===== config.mk =====
export PLATFORM = sky130hd
export DESIGN_NAME = eth_rx_key_extract
export DESIGN_NICKNAME = d
export VERILOG_FILES = /design/src/rtl/eth_rx_key_extract.sv
export SDC_FILE = /design/constraint.sdc
export NUM_CORES = 1
export LEC_CHECK = 0
export ABC_AREA = 1
export CAP_MARGIN = 20
export CORE_MARGIN = 4
export CORE_UTILIZATION = 54
export CTS_BUF_LIST = sky130_fd_sc_hd__clkbuf_16
export DETAILED_ROUTE_END_ITERATION = 16
export GPL_ROUTABILITY_DRIVEN = 0
export PLACE_DENSITY = 0.81
export SLEW_MARGIN = 20
export SYNTH_ARGS = -nofsm -noshare
export SYNTH_HDL_FRONTEND = slang
export SYNTH_SLANG_ARGS = --single-unit

===== constraint.sdc =====
create_clock -name clk156 -period 3.45 [get_ports clk156]
set_input_delay 0.69 -clock clk156 [delete_from_list [all_inputs] [get_ports clk156]]
set_output_delay 0.69 -clock clk156 [all_outputs]
set_load 0.01 [all_outputs]

===== src/rtl/eth_rx_key_extract.sv =====
// eth_rx_key_extract: on-the-fly Eth/IPv4/TCP|UDP header parser.
// Emits a 96-bit flow key strobe per good frame plus frame statistics.
module eth_rx_key_extract #(
    parameter int KEY_SIZE  = 96,
    parameter int CNT_WIDTH = 32
) (
    input  logic                 clk156,
    input  logic                 eth_rst_n,
    input  logic                 s_axis_tvalid,
    input  logic [63:0]          s_axis_tdata,
    input  logic [7:0]           s_axis_tkeep,
    input  logic                 s_axis_tlast,
    input  logic                 s_axis_tuser,
    output logic [KEY_SIZE-1:0]  in_key,
    output logic [3:0]           in_flag,
    output logic                 in_valid,
    output logic [CNT_WIDTH-1:0] stat_frames,
    output logic [CNT_WIDTH-1:0] stat_keys,
    output logic [CNT_WIDTH-1:0] stat_skip,
    output logic [CNT_WIDTH-1:0] stat_err,
    output logic [7:0]           debug
);

    typedef enum logic [1:0] {
        IDLE  = 2'd0,
        HDR   = 2'd1,
        DRAIN = 2'd2
    } state_t;

    localparam logic [CNT_WIDTH-1:0] CNT_ONE = 1;

    state_t      state;
    logic [2:0]  beat_cnt;

    logic [15:0] etype_q,  etype_c;
    logic [7:0]  verihl_q, verihl_c;
    logic [12:0] frag_q,   frag_c;
    logic [7:0]  proto_q,  proto_c;
    logic [31:0] sip_q,    sip_c;
    logic [31:0] dip_q,    dip_c;
    logic [15:0] sport_q,  sport_c;
    logic [15:0] dport_q,  dport_c;
    logic [2:0]  tflg_q,   tflg_c;

    logic [2:0]  idx;
    logic        is_tcp;
    logic        is_udp;
    logic        runt;
    logic        keyable;
    logic        hdr_done;
    logic        beat_last;
    logic        fire;
    logic        skip;
    logic        err;
    logic        last_skip;
    logic        last_err;
    logic        unused;

    // tkeep carries no information the parser needs: frames are byte-packed
    assign unused = ^s_axis_tkeep;

    assign idx = (state == IDLE) ? 3'd0 : beat_cnt;

    // Header view including the beat presented this cycle, so a header
    // that completes on the tlast beat is judged with its final bytes
    always_comb begin
        etype_c  = etype_q;
        verihl_c = verihl_q;
        frag_c   = frag_q;
        proto_c  = proto_q;
        sip_c    = sip_q;
        dip_c    = dip_q;
        sport_c  = sport_q;
        dport_c  = dport_q;
        tflg_c   = tflg_q;
        if (state == HDR) begin
            unique case (beat_cnt)
                3'd1: begin
                    etype_c  = {s_axis_tdata[39:32], s_axis_tdata[47:40]};
                    verihl_c = s_axis_tdata[55:48];
                end
                3'd2: begin
                    frag_c  = {s_axis_tdata[36:32], s_axis_tdata[47:40]};
                    proto_c = s_axis_tdata[63:56];
                end
                3'd3: begin
                    sip_c = {s_axis_tdata[23:16], s_axis_tdata[31:24],
                             s_axis_tdata[39:32], s_axis_tdata[47:40]};
                    dip_c[31:16] = {s_axis_tdata[55:48], s_axis_tdata[63:56]};
                end
                3'd4: begin
                    dip_c[15:0] = {s_axis_tdata[7:0], s_axis_tdata[15:8]};
                    sport_c = {s_axis_tdata[23:16], s_axis_tdata[31:24]};
                    dport_c = {s_axis_tdata[39:32], s_axis_tdata[47:40]};
                end
                3'd5: begin
                    tflg_c = s_axis_tdata[58:56];
                end
                default: begin
                end
            endcase
        end
    end

    assign is_tcp = (proto_c == 8'd6);
    assign is_udp = (proto_c == 8'd17);

    // Protocol byte arrives on beat 2; before that nothing can be judged
    assign runt = (idx < 3'd2) ||
                  (is_tcp && idx < 3'd5) ||
                  (is_udp && idx < 3'd4);

    assign keyable = (etype_c == 16'h0800) && (verihl_c == 8'h45) &&
                     (frag_c == 13'd0) && (is_tcp || is_udp);

    assign hdr_done = (beat_cnt == 3'd5) || (beat_cnt == 3'd4 && is_udp);

    assign beat_last = s_axis_tvalid && s_axis_tlast;
    assign err  = beat_last && (!s_axis_tuser || runt);
    assign skip = beat_last && s_axis_tuser && !runt && !keyable;
    assign fire = beat_last && s_axis_tuser && !runt && keyable;

    // Frame walker: beat position within the current frame
    always_ff @(posedge clk156 or negedge eth_rst_n) begin
        if (!eth_rst_n) begin
            state    <= IDLE;
            beat_cnt <= 3'd0;
        end else if (s_axis_tvalid) begin
            unique case (state)
                IDLE: begin
                    if (!s_axis_tlast) begin
                        state    <= HDR;
                        beat_cnt <= 3'd1;
                    end
                end
                HDR: begin
                    if (s_axis_tlast) begin
                        state    <= IDLE;
                        beat_cnt <= 3'd0;
                    end else begin
                        beat_cnt <= beat_cnt + 3'd1;
                        if (hdr_done) state <= DRAIN;
                    end
                end
                DRAIN: begin
                    if (s_axis_tlast) begin
                        state    <= IDLE;
                        beat_cnt <= 3'd0;
                    end else if (beat_cnt != 3'd7) begin
                        beat_cnt <= beat_cnt + 3'd1;
                    end
                end
                default: begin
                    state    <= IDLE;
                    beat_cnt <= 3'd0;
                end
            endcase
        end
    end

    // Capture header fields as their beats go by
    always_ff @(posedge clk156 or negedge eth_rst_n) begin
        if (!eth_rst_n) begin
            etype_q  <= '0;
            verihl_q <= '0;
            frag_q   <= '0;
            proto_q  <= '0;
            sip_q    <= '0;
            dip_q    <= '0;
            sport_q  <= '0;
            dport_q  <= '0;
            tflg_q   <= '0;
        end else if (s_axis_tvalid) begin
            etype_q  <= etype_c;
            verihl_q <= verihl_c;
            frag_q   <= frag_c;
            proto_q  <= proto_c;
            sip_q    <= sip_c;
            dip_q    <= dip_c;
            sport_q  <= sport_c;
            dport_q  <= dport_c;
            tflg_q   <= tflg_c;
        end
    end

    // Key emission register, decoupled from the parser for back-to-back frames
    always_ff @(posedge clk156 or negedge eth_rst_n) begin
        if (!eth_rst_n) begin
            in_valid <= 1'b0;
            in_key   <= '0;
            in_flag  <= 4'd0;
        end else begin
            in_valid <= fire;
            if (fire) begin
                in_key  <= {sip_c, dip_c, sport_c, dport_c};
                in_flag <= {is_tcp && (tflg_c[0] || tflg_c[2]),
                            is_tcp && tflg_c[1],
                            is_tcp,
                            is_udp};
            end
        end
    end

    // Per-frame statistics and last-outcome debug flags
    always_ff @(posedge clk156 or negedge eth_rst_n) begin
        if (!eth_rst_n) begin
            stat_frames <= '0;
            stat_keys   <= '0;
            stat_skip   <= '0;
            stat_err    <= '0;
            last_skip   <= 1'b0;
            last_err    <= 1'b0;
        end else begin
            if (beat_last) begin
                stat_frames <= stat_frames + CNT_ONE;
                last_skip   <= skip;
                last_err    <= err;
            end
            if (fire) stat_keys <= stat_keys + CNT_ONE;
            if (skip) stat_skip <= stat_skip + CNT_ONE;
            if (err)  stat_err  <= stat_err + CNT_ONE;
        end
    end

    assign debug = {state, beat_cnt, in_valid, last_skip, last_err};

endmodule


==> results.cfg, run 1 <==
[status]
status = complete, no violations

[global_routing]
grt_max_degree = 91
top_usage_layer = met2
antenna_violations_before_repair = 2
grt_util_met1_pct = 35.8
grt.total_usage_pct = 27.6
grt_pass1_wl_um = 88300
grt.met2_usage_pct = 44.0
use_met3_pct = 8.44
grt_pass1_vias = 17100
grt_remaining_overflow = 0

[yosys]
syn-cell-area_sq_um = 19300
postSynthNetCount = 2418
yosysWarnings = 0
synthesis.instances = 2327
number_of_enable_flip_flop_cells_after_synthesis = 0
postSynthAreaPerCell_sq_um = 8.31
synth.distinct_cells = 32
seq_area_frac_synth_pct = 49.2
share_of_flip_flops_with_an_asynchronous_set_or_reset_pct = 100
synthFlopType = sky130_fd_sc_hd__dfrtp_1
flip_flop_and_latch_count_after_synthesis = 380

[power]
internal_power_mw = 9.28
power.share.combinational_pct = 23.9
ir_drop_uv = 506
power.density_cell_area_nw_per_um2 = 562
power.sequential.fraction_pct = 41.4
p_clk_share_pct = 34.7
power.switching_fraction_pct = 32.4
power_switching_mw = 4.45
power_leakage_nw = 11.6

[worst_setup_path]
critPathKind = reg -> reg
path_max_fanout = 31
timing.critical_path.to_type = register
timing.reg2reg.worst_path_depth = 15
crit_required_ns = 3.89
start_kind = register
cp.arrival_ns = 3.54

[drt]
vias = 17400
route.detailed.vias_per_inst = 5.60
drc = 0
route.antenna.remaining_nets = 0
route.detailed.wl_per_inst_um = 17.4
drt_first_iter_violations = 1477
routed_wirelength_um = 54100
firstDrtPassIters = 6

[floorplanning]
fp-row-count = 69
num_io_pins = 314
initial_utilization_pct = 54.5
die_y_um = 197
design.core.area_sq_um = 35500
die_area_sq_um = 38900
chipWidth_um = 197

[sta]
timing_hold_violations_final = 0
worst_clock_skew_ns = 0.0297
timing.hold.ws_ns = 0.120
rsz0062_at_grt = false
maxSlewViolCount = 0
final_min_period_over_clock_period_pct = 89.8
setup_tns_ns = 0
layout_min_cycle_time_ns = 3.10
max_slew_margin_pct = 51.7
timing_worst_slew_pin_value_ns = 0.725
max_clock_freq_mhz = 323
setup-violations-final = 0

[clock_tree]
clockBufferDepth = 3
post_cts.repair.setup_buffers = 0
ctsRootBufferMaster = sky130_fd_sc_hd__clkbuf_16
cts-buffers-inserted = 42
number_of_sinks_on_the_clock_net = 380
cts_tree = yes
clk_pin_slew_ns = 0.06
insertion_delay_ns = 0.58
cts_htree_levels = 2

[hold_path]
hold_class = in -> async

[layout]
layout-area-overhead-vs-synth_pct = 26.2
final_net_count = 2695
final.fill_count = 2689
multi_input_comb_area_sq_um = 8800
layout.area.seq_sq_um = 9510
layout-drive-gt1-share_pct = 8.45

[placed_design]
dpl.hpwl_um = 37800
port-buffer-count = 305

[run]
drv.max_cap_violation_count = 0
[layout by cell type (no fill, tap or decap), types with 67 or more instances in the layout]
master and instances:
sky130_fd_sc_hd__dfrtp_1 380, sky130_fd_sc_hd__clkdlybuf4s50_1 304, sky130_fd_sc_hd__o21ai_0 152, sky130_fd_sc_hd__mux2i_1 67, sky130_fd_sc_hd__o21ai_2 88, sky130_fd_sc_hd__nor2_1 179, sky130_fd_sc_hd__nand3_1 148, sky130_fd_sc_hd__inv_1 116
sky130_fd_sc_hd__xor2_1 72, sky130_fd_sc_hd__nand2_1 751
[flip-flops by register name, summed over array words and instances (netlist names), 13 cells and up]
name,count
dip_q,32
dport_q,16
etype_q,16
frag_q,13
in_key,96
sip_q,32
sport_q,16
stat_err,32
stat_frames,32
stat_keys,32
stat_skip,32
[final timing paths]
| check | from | endpoint | slack, ns |
|---|---|---|---|
| worst max-delay path | state[1]$_DFFE_PN0P_ | in_key[3]$_DFFE_PN0P_ | 0.35 |
| min in group clk156 | in_key[45]$_DFFE_PN0P_ | in_key[45]$_DFFE_PN0P_ | 0.48 |
| worst max register to register | state[1]$_DFFE_PN0P_ | in_key[3]$_DFFE_PN0P_ | 0.35 |
| max in group asynchronous | eth_rst_n | in_key[28]$_DFFE_PN0P_ | 2.33 |
| worst min-delay path | eth_rst_n | stat_frames[31]$_DFFE_PN0P_ | 0.12 |
| worst min register to register | in_key[45]$_DFFE_PN0P_ | in_key[45]$_DFFE_PN0P_ | 0.48 |
[worst max-delay path, stage by stage, from the launching register on]
cell	delay (ns)
sky130_fd_sc_hd__dfrtp_1	0.43
sky130_fd_sc_hd__inv_1	0.11
sky130_fd_sc_hd__ha_2	0.36
sky130_fd_sc_hd__nand3_2	0.13
sky130_fd_sc_hd__buf_12	0.19
sky130_fd_sc_hd__o21ai_1	0.17
sky130_fd_sc_hd__nand2_1	0.11
sky130_fd_sc_hd__nor2_4	0.20
sky130_fd_sc_hd__nand2_1	0.13
sky130_fd_sc_hd__nand2_1	0.14
sky130_fd_sc_hd__nand2_1	0.10
sky130_fd_sc_hd__nor2_4	0.22
sky130_fd_sc_hd__nand2_8	0.21
sky130_fd_sc_hd__buf_4	0.30
sky130_fd_sc_hd__nand2_1	0.10
sky130_fd_sc_hd__o21ai_2	0.05
[timing repair]
item                                    CTS  global route
hold buffers                              0             0
hold endpoints to repair                  0             0
gates resized for setup                   0             1
endpoints found under the setup margin    0             3
[power by group through the flow]
stage	Combinational [mW]	Clock [mW]	Sequential, mW
2_1_floorplan	2.11	0	5.65
3_3_place_gp	3.10	0	5.68
3_5_place_dp	3.23	0	5.73
4_1_cts	3.26	4.84	5.67
5_1_grt	3.68	5.05	5.77
6_report	3.28	4.76	5.68
[layer usage]
metal  share of wire [%]  routed length, um  vias up
li1                    -                  -     8162
met1                  40              21500     8261
met2                  46              25000      784
met3                  10               5520      145
met4                 3.8               2080        0
met5                   0                  0        -
[layout make-up]
type,instances,share of cell area [%]
sequential,380,39.0
multi-input combinational,1711,36.1
timing repair buffer,347,14.6
clock buffer,43,4.41
tap,461,2.36
inverter,122,1.90
clock inverter,35,1.63
antenna,2,0.0205
[synthesized netlist by cell type, drive strengths merged, types with 49 or more instances]
library cell,instances,area share (%)
buf,60,2.0
o21ai,254,8.3
dfrtp,380,49
mux2i,67,3.5
xor2,72,3.3
inv,120,2.3
xnor2,49,2.2
clkbuf,54,1.0
nand3,150,3.9
nor2,185,3.7
nand4,50,1.7
nand2,755,15
[logic make-up after synthesis]
kind of cell	Yosys count	share of synthesized area [%]
simple gates	1213	26.1
buf+inv	236	5.46
xor+xnor	121	5.48
fa+ha+maj	14	0.906
flops	380	49.2
compound gates	296	9.42
mux	67	3.47
[per-stage QoR]
step                      power [mW]  instance area [sq um]  setup slack, ns  utilization, %  cells
after global placement          8.78                  22900            0.292            64.6   3021
after CTS                       13.8                  24400            0.260            68.8   3099
final                           13.7                  24400            0.350            68.8   3101
after floorplan                 7.76                  19300            0.962               -   2327
after detailed placement        8.96                  22900            0.253            64.6   3021
after global routing            14.5                  24400           0.0796            68.8   3101
(Power assumes the default switching activity.)
==> inputs of run 2 (changes only) <==
- CORE_UTILIZATION: 54 -> 36
- CTS_CLUSTER_DIAMETER: default -> 100
- GPL_ROUTABILITY_DRIVEN: 0 -> 1
- PLACE_DENSITY: 0.81 -> default
==> run 2 against run 1 <==
Global-route usage is 8.0 points lower. Register-to-register slack lost 0.07 ns. Design area is 1.7% higher. Sequential power about the same. Combinational power down 2%. Die area up 48%. Critical path type unchanged. Count of clock-buffer cells in the layout up 3. Total power increased by 1.3%. Setup slack got worse by 0.069 ns. Highest routed layer unchanged. Worst hold slack improved by 0.020 ns. Utilization shrank 22 points.
==> results.cfg, run 2 (synthesis gave the netlist of run 1 again) <==
[drt]
vias = 16800
firstDrtPassIters = 5
drc = 0
routed_wirelength_um = 56800
drt_first_iter_violations = 1049
route.detailed.wl_per_inst_um = 17.0
route.detailed.vias_per_inst = 5.02
route.antenna.remaining_nets = 0

[sta]
timing_hold_violations_final = 0
max_slew_margin_pct = 46.5
setup-violations-final = 0
maxSlewViolCount = 0
layout_min_cycle_time_ns = 3.17
max_clock_freq_mhz = 316
timing_worst_slew_pin_value_ns = 0.803
final_min_period_over_clock_period_pct = 91.8
worst_clock_skew_ns = 0.0271
rsz0062_at_grt = false
setup_tns_ns = 0

[clock_tree]
cts-buffers-inserted = 46
insertion_delay_ns = 0.59
number_of_sinks_on_the_clock_net = 380
clockBufferDepth = 3
cts_tree = yes
ctsRootBufferMaster = sky130_fd_sc_hd__clkbuf_16
clk_pin_slew_ns = 0.06
cts_htree_levels = 2
post_cts.repair.setup_buffers = 0

[floorplanning]
num_io_pins = 314
chipWidth_um = 240
die_area_sq_um = 57500
initial_utilization_pct = 36.6
fp-row-count = 84
die_y_um = 240
design.core.area_sq_um = 52900

[worst_setup_path]
rr_startpoint = beat_cnt[0]$_DFFE_PN0P_
crit_required_ns = 3.91
critPathKind = reg -> reg
rrSetupSlack_ns = 0.28
r2r_path_end = in_key[62]$_DFFE_PN0P_
path_max_fanout = 61
start_kind = register
timing.critical_path.to_type = register
timing.reg2reg.worst_path_depth = 16
critical_path_start = beat_cnt[0]$_DFFE_PN0P_
cp.arrival_ns = 3.63

[layout]
largest_reg_flops = 96
antennaDiodeCount = 0
layout.cells.most_common = sky130_fd_sc_hd__nand2_1
final_design_area_no_fill_sq_um = 24800
multi_input_comb_area_sq_um = 8820
layout.cells.most_common_list = 751 x sky130_fd_sc_hd__nand2_1, 380 x sky130_fd_sc_hd__dfrtp_1, 304 x sky130_fd_sc_hd__clkdlybuf4s50_1, 179 x sky130_fd_sc_hd__nor2_1, 152 x sky130_fd_sc_hd__o21ai_0
final.fill_count = 5042
layout-drive-gt1-share_pct = 8.63
layout.area.seq_sq_um = 9510
largest-register = in_key
layout-area-overhead-vs-synth_pct = 28.4
final_net_count = 2709

[global_routing]
grt_pass1_wl_um = 91100
antenna_violations_before_repair = 0
grt_remaining_overflow = 0
grt_max_degree = 94
grt_pass1_vias = 16300
grt.total_usage_pct = 19.6

[power]
ir_drop_uv = 342
power.density_cell_area_nw_per_um2 = 560
power_leakage_nw = 11.6

[placed_design]
place_area_sq_um = 23200
dpl.hpwl_um = 40600
place.gp.congestion = 0.925
port-buffer-count = 305

[status]
status = complete, no violations

[run]
drv.max_cap_violation_count = 0

[hold_path]
hold_class = in -> async
-- run 2: changes by cell type in the layout (fill, tap and decap cells not counted), moves of 2 or more --
cell	previous run	this run
sky130_fd_sc_hd__buf_4	26	40
sky130_fd_sc_hd__clkinv_1	7	13
sky130_fd_sc_hd__clkinv_16	0	3
sky130_fd_sc_hd__clkbuf_16	43	46
sky130_fd_sc_hd__clkinv_8	2	0
sky130_fd_sc_hd__diode_2	2	0
sky130_fd_sc_hd__inv_1	116	119
sky130_fd_sc_hd__buf_12	16	11
sky130_fd_sc_hd__clkinv_2	14	7
-- run 2: final cells by class --
type / instances / share of cell area (%)
sequential: 380 / 38.3
multi-input combinational: 1711 / 35.5
timing repair buffer: 357 / 14.5
clock buffer: 46 / 4.64
tap: 688 / 3.47
inverter: 122 / 1.87
clock inverter: 37 / 1.70
-- run 2: worst max path at each step --
| stage | end | slack [ns] | cells after the start |
|---|---|---|---|
| 2_1_floorplan | in_key[22]$_DFFE_PN0P_ | 0.96 | 16 |
| 3_3_place_gp | in_key[61]$_DFFE_PN0P_ | 0.26 | 15 |
| 3_5_place_dp | in_key[60]$_DFFE_PN0P_ | 0.22 | 15 |
| 4_1_cts | in_key[60]$_DFFE_PN0P_ | 0.22 | 15 |
| 5_1_grt | in_key[62]$_DFFE_PN0P_ | 0.05 | 16 |
| 6_report | in_key[62]$_DFFE_PN0P_ | 0.28 | 16 |
-- run 2: per-layer routing --
layer	wire length, um	vias to the layer above	GRT usage [%]	share of wire (%)
met1	24200	8030	26.1	43
li1	-	8175	-	-
met2	26200	493	30.9	46
met5	0	-	0	0
met3	4920	79	5.93	8.7
met4	1450	0	5.73	2.5
-- run 2: stage by stage --
step                      instances  worst slack, ns  total power [mW]  hold WS (ns)  utilization [%]
after floorplan                2327            0.962              7.76         0.394                -
after global placement         3258            0.257              8.82         0.461             43.9
after detailed placement       3258            0.224              8.96         0.468             43.9
after CTS                      3341            0.220              14.1         0.163             46.9
after global routing           3341           0.0466              14.8         0.192             46.9
final                          3341            0.281              13.9         0.140             46.9
-- run 2: worst max-delay path, cell delays in order, from the launching register on --
cell	delay, ns
sky130_fd_sc_hd__dfrtp_1	0.41
sky130_fd_sc_hd__inv_1	0.16
sky130_fd_sc_hd__ha_1	0.29
sky130_fd_sc_hd__inv_2	0.05
sky130_fd_sc_hd__nor2_2	0.36
sky130_fd_sc_hd__nand3_1	0.12
sky130_fd_sc_hd__nand2_1	0.11
sky130_fd_sc_hd__nand2_1	0.06
sky130_fd_sc_hd__nor2_1	0.29
sky130_fd_sc_hd__nand2_1	0.15
sky130_fd_sc_hd__nand2_1	0.13
sky130_fd_sc_hd__nand2_1	0.10
sky130_fd_sc_hd__nor2_4	0.17
sky130_fd_sc_hd__nand2_8	0.17
sky130_fd_sc_hd__buf_12	0.26
sky130_fd_sc_hd__nand2_1	0.12
sky130_fd_sc_hd__o21ai_2	0.05
-- run 2: report_power, final --
part,leakage [nW],switching [mW],internal [mW]
sequential,5.15,0.502,5.17
combinational,5.71,2.04,1.19
clock,0.777,2.03,2.98
-- run 2: what timing repair did --
item / 4_1_cts / 5_1_grt
hold buffers: 0 / 0
gates resized for setup: 0 / 3
endpoints found under the hold margin: 0 / 0
endpoints found under the setup margin: 0 / 95
==> inputs of run 3 (changes only) <==
- CORE_ASPECT_RATIO: default -> 1.75
- MAX_ROUTING_LAYER: default -> met4
- clock period: 3.45 -> 2.8 ns (I/O delays scaled with it)
==> run 3 against run 2 <==
The flow now finishes with violations (hold timing). First-iteration DRC count is 17% lower. Sequential cell count stayed put. Worst hold slack worse by 0.14 ns. Combinational power is 44% higher. Routed wire length is 10% higher. Design area is 3.8% higher. Utilization is 1.4 points higher. Total power is 20% higher. Count of clock-buffer cells in the layout is 5 lower. Global-route usage is 1.2 points higher. Register-to-register slack worse by 0.16 ns. Critical path type unchanged. Critical endpoint is now in_key[60]$_DFFE_PN0P_. Largest cell class unchanged. Highest routed layer unchanged.
==> results.cfg, run 3 (synthesis gave the netlist of run 1 again) <==
[power]
ir_drop_uv = 556
power.switching_fraction_pct = 33.6
p_clk_share_pct = 30.6
power.sequential.fraction_pct = 41.7
internal_power_mw = 11.1
power.density_cell_area_nw_per_um2 = 650
power_switching_mw = 5.63
power_leakage_nw = 12.2
power.share.combinational_pct = 27.7

[global_routing]
antenna_violations_before_repair = 2
grt_remaining_overflow = 0
grt_pass1_wl_um = 93900
grt.total_usage_pct = 20.8
grt_pass1_vias = 17100
grt_max_degree = 83

[clock_tree]
postCtsHoldBufs = 0
clockBufferDepth = 3
number_of_sinks_on_the_clock_net = 380
ctsRootBufferMaster = sky130_fd_sc_hd__clkbuf_16
insertion_delay_ns = 0.55
clk_pin_slew_ns = 0.06
cts_tree = yes
cts-buffers-inserted = 40
cts_htree_levels = 2

[floorplanning]
fp-row-count = 112
die_area_sq_um = 57600
initial_utilization_pct = 36.3
design.core.area_sq_um = 53300
chipWidth_um = 183
die_y_um = 315
num_io_pins = 314

[drt]
drt_first_iter_violations = 867
wl_met1_um = 23400
route.detailed.vias_per_inst = 5.03
route.antenna.remaining_nets = 0
routed_wirelength_um = 62400
firstDrtPassIters = 5
vias = 17200
routed-wl-met3_um = 3180
route.detailed.wl_per_inst_um = 18.3
met2WireLength_um = 32800
drc = 0
top_signal_layer_used = met4

[sta]
maxSlewViolCount = 0
max_slew_margin_pct = 54.8
timing_worst_slew_pin_value_ns = 0.659
layout_min_cycle_time_ns = 2.68
worst_clock_skew_ns = 0.0158
max_clock_freq_mhz = 373
timing.hold.ws_ns = -0.00362
timing_hold_violations_final = 3
setup_tns_ns = 0
final.setup.worst_slack_ns = 0.119
final_min_period_over_clock_period_pct = 95.7
setup-violations-final = 0

[layout]
layout-area-overhead-vs-synth_pct = 33.2
final_util_pct = 48.4
layout.cells.most_common_list = 745 x sky130_fd_sc_hd__nand2_1, 379 x sky130_fd_sc_hd__dfrtp_1, 304 x sky130_fd_sc_hd__clkdlybuf4s50_1, 172 x sky130_fd_sc_hd__nor2_1, 150 x sky130_fd_sc_hd__o21ai_0
layout-drive-gt1-share_pct = 12.0
layout.area.seq_sq_um = 9510
largest_reg_flops = 96
multi_input_comb_area_sq_um = 8960
layout.cells.most_common = sky130_fd_sc_hd__nand2_1
largest-register = in_key
final.fill_count = 5231
final_net_count = 2792

[worst_setup_path]
start_kind = register
path_max_fanout = 16
critPathKind = reg -> reg
crit_required_ns = 3.23
timing.critical_path.to_type = register
cp.arrival_ns = 3.11

[hold_path]
hold_class = in -> async

[status]
violations = hold timing
status = finished, violations left

[placed_design]
post-place-ws_ns = -0.0988
place.gp.congestion = 0.937
dpl.hpwl_um = 43900
port-buffer-count = 305

[run]
drv.max_cap_violation_count = 0
==> run 3: stage by stage <==
stage	power, mW	area [sq um]	hold slack [ns]	cells
detailed placement	11.5	23900	0.465	3315
finish	16.7	25800	-0.00362	3416
floorplan	9.56	19300	0.264	2327
global route	17.8	25800	0.0226	3416
global placement	11.3	23900	0.462	3315
CTS	16.7	25100	0.00773	3386
==> run 3: power by group through the flow <==
stage / Sequential (mW) / Clock, mW / Combinational (mW)
2_1_floorplan: 6.97 / 0 / 2.60
3_3_place_gp: 6.99 / 0 / 4.34
3_5_place_dp: 7.04 / 0 / 4.44
4_1_cts: 6.95 / 5.30 / 4.47
5_1_grt: 7.08 / 5.49 / 5.19
6_report: 6.97 / 5.13 / 4.63
==> run 3: routing by layer <==
metal,vias to the layer above,global-route usage [%]
met3,138,3.83
met2,446,37.0
met4,0,9.20
li1,8333,-
met1,8252,22.4
met5,-,-
==> run 3: path summary, 6_finish.rpt <==
check                                            to  slack (ns)                    start  depth (start not counted)
max                          in_key[60]$_DFFE_PN0P_        0.12  beat_cnt[1]$_DFFE_PN0P_                         16
min                        stat_err[22]$_DFFE_PN0P_      -0.004                eth_rst_n                          1
max reg2reg                  in_key[60]$_DFFE_PN0P_        0.12  beat_cnt[1]$_DFFE_PN0P_                         16
min reg2reg                   last_skip$_DFFE_PN0P_        0.48    last_skip$_DFFE_PN0P_                          2
max in group asynchronous    in_key[77]$_DFFE_PN0P_        2.00                eth_rst_n                          2
min in group clk156           last_skip$_DFFE_PN0P_        0.48    last_skip$_DFFE_PN0P_                          2
==> run 3: timing repair <==
item	CTS	global route
buffers inserted	0	11
gates cloned	0	17
pin swaps	1	5
endpoints found under the setup margin	77	166
gates resized for setup	3	44
==> run 3: layout make-up <==
cell class / instances / area share, %
tap: 684 / 3.32
multi-input combinational: 1712 / 34.8
sequential: 380 / 36.9
clock inverter: 30 / 0.748
inverter: 122 / 1.80
antenna: 2 / 0.0194
clock buffer: 41 / 3.98
timing repair buffer: 445 / 18.4
==> run 3: critical path, cell delays in order, from the launching register on <==
cell and delay (ns):
sky130_fd_sc_hd__dfrtp_1 0.43, sky130_fd_sc_hd__inv_1 0.13, sky130_fd_sc_hd__ha_4 0.18, sky130_fd_sc_hd__nand3_4 0.11
sky130_fd_sc_hd__buf_12 0.18, sky130_fd_sc_hd__nand2_1 0.06, sky130_fd_sc_hd__o21ai_1 0.11, sky130_fd_sc_hd__nor2_2 0.19
sky130_fd_sc_hd__nand2_1 0.09, sky130_fd_sc_hd__nor2_2 0.11, sky130_fd_sc_hd__nand3_2 0.13, sky130_fd_sc_hd__nor2_4 0.22
sky130_fd_sc_hd__nand2_8 0.13, sky130_fd_sc_hd__buf_4 0.18, sky130_fd_sc_hd__clkbuf_16 0.17, sky130_fd_sc_hd__nand2_1 0.08
sky130_fd_sc_hd__o21ai_2 0.05
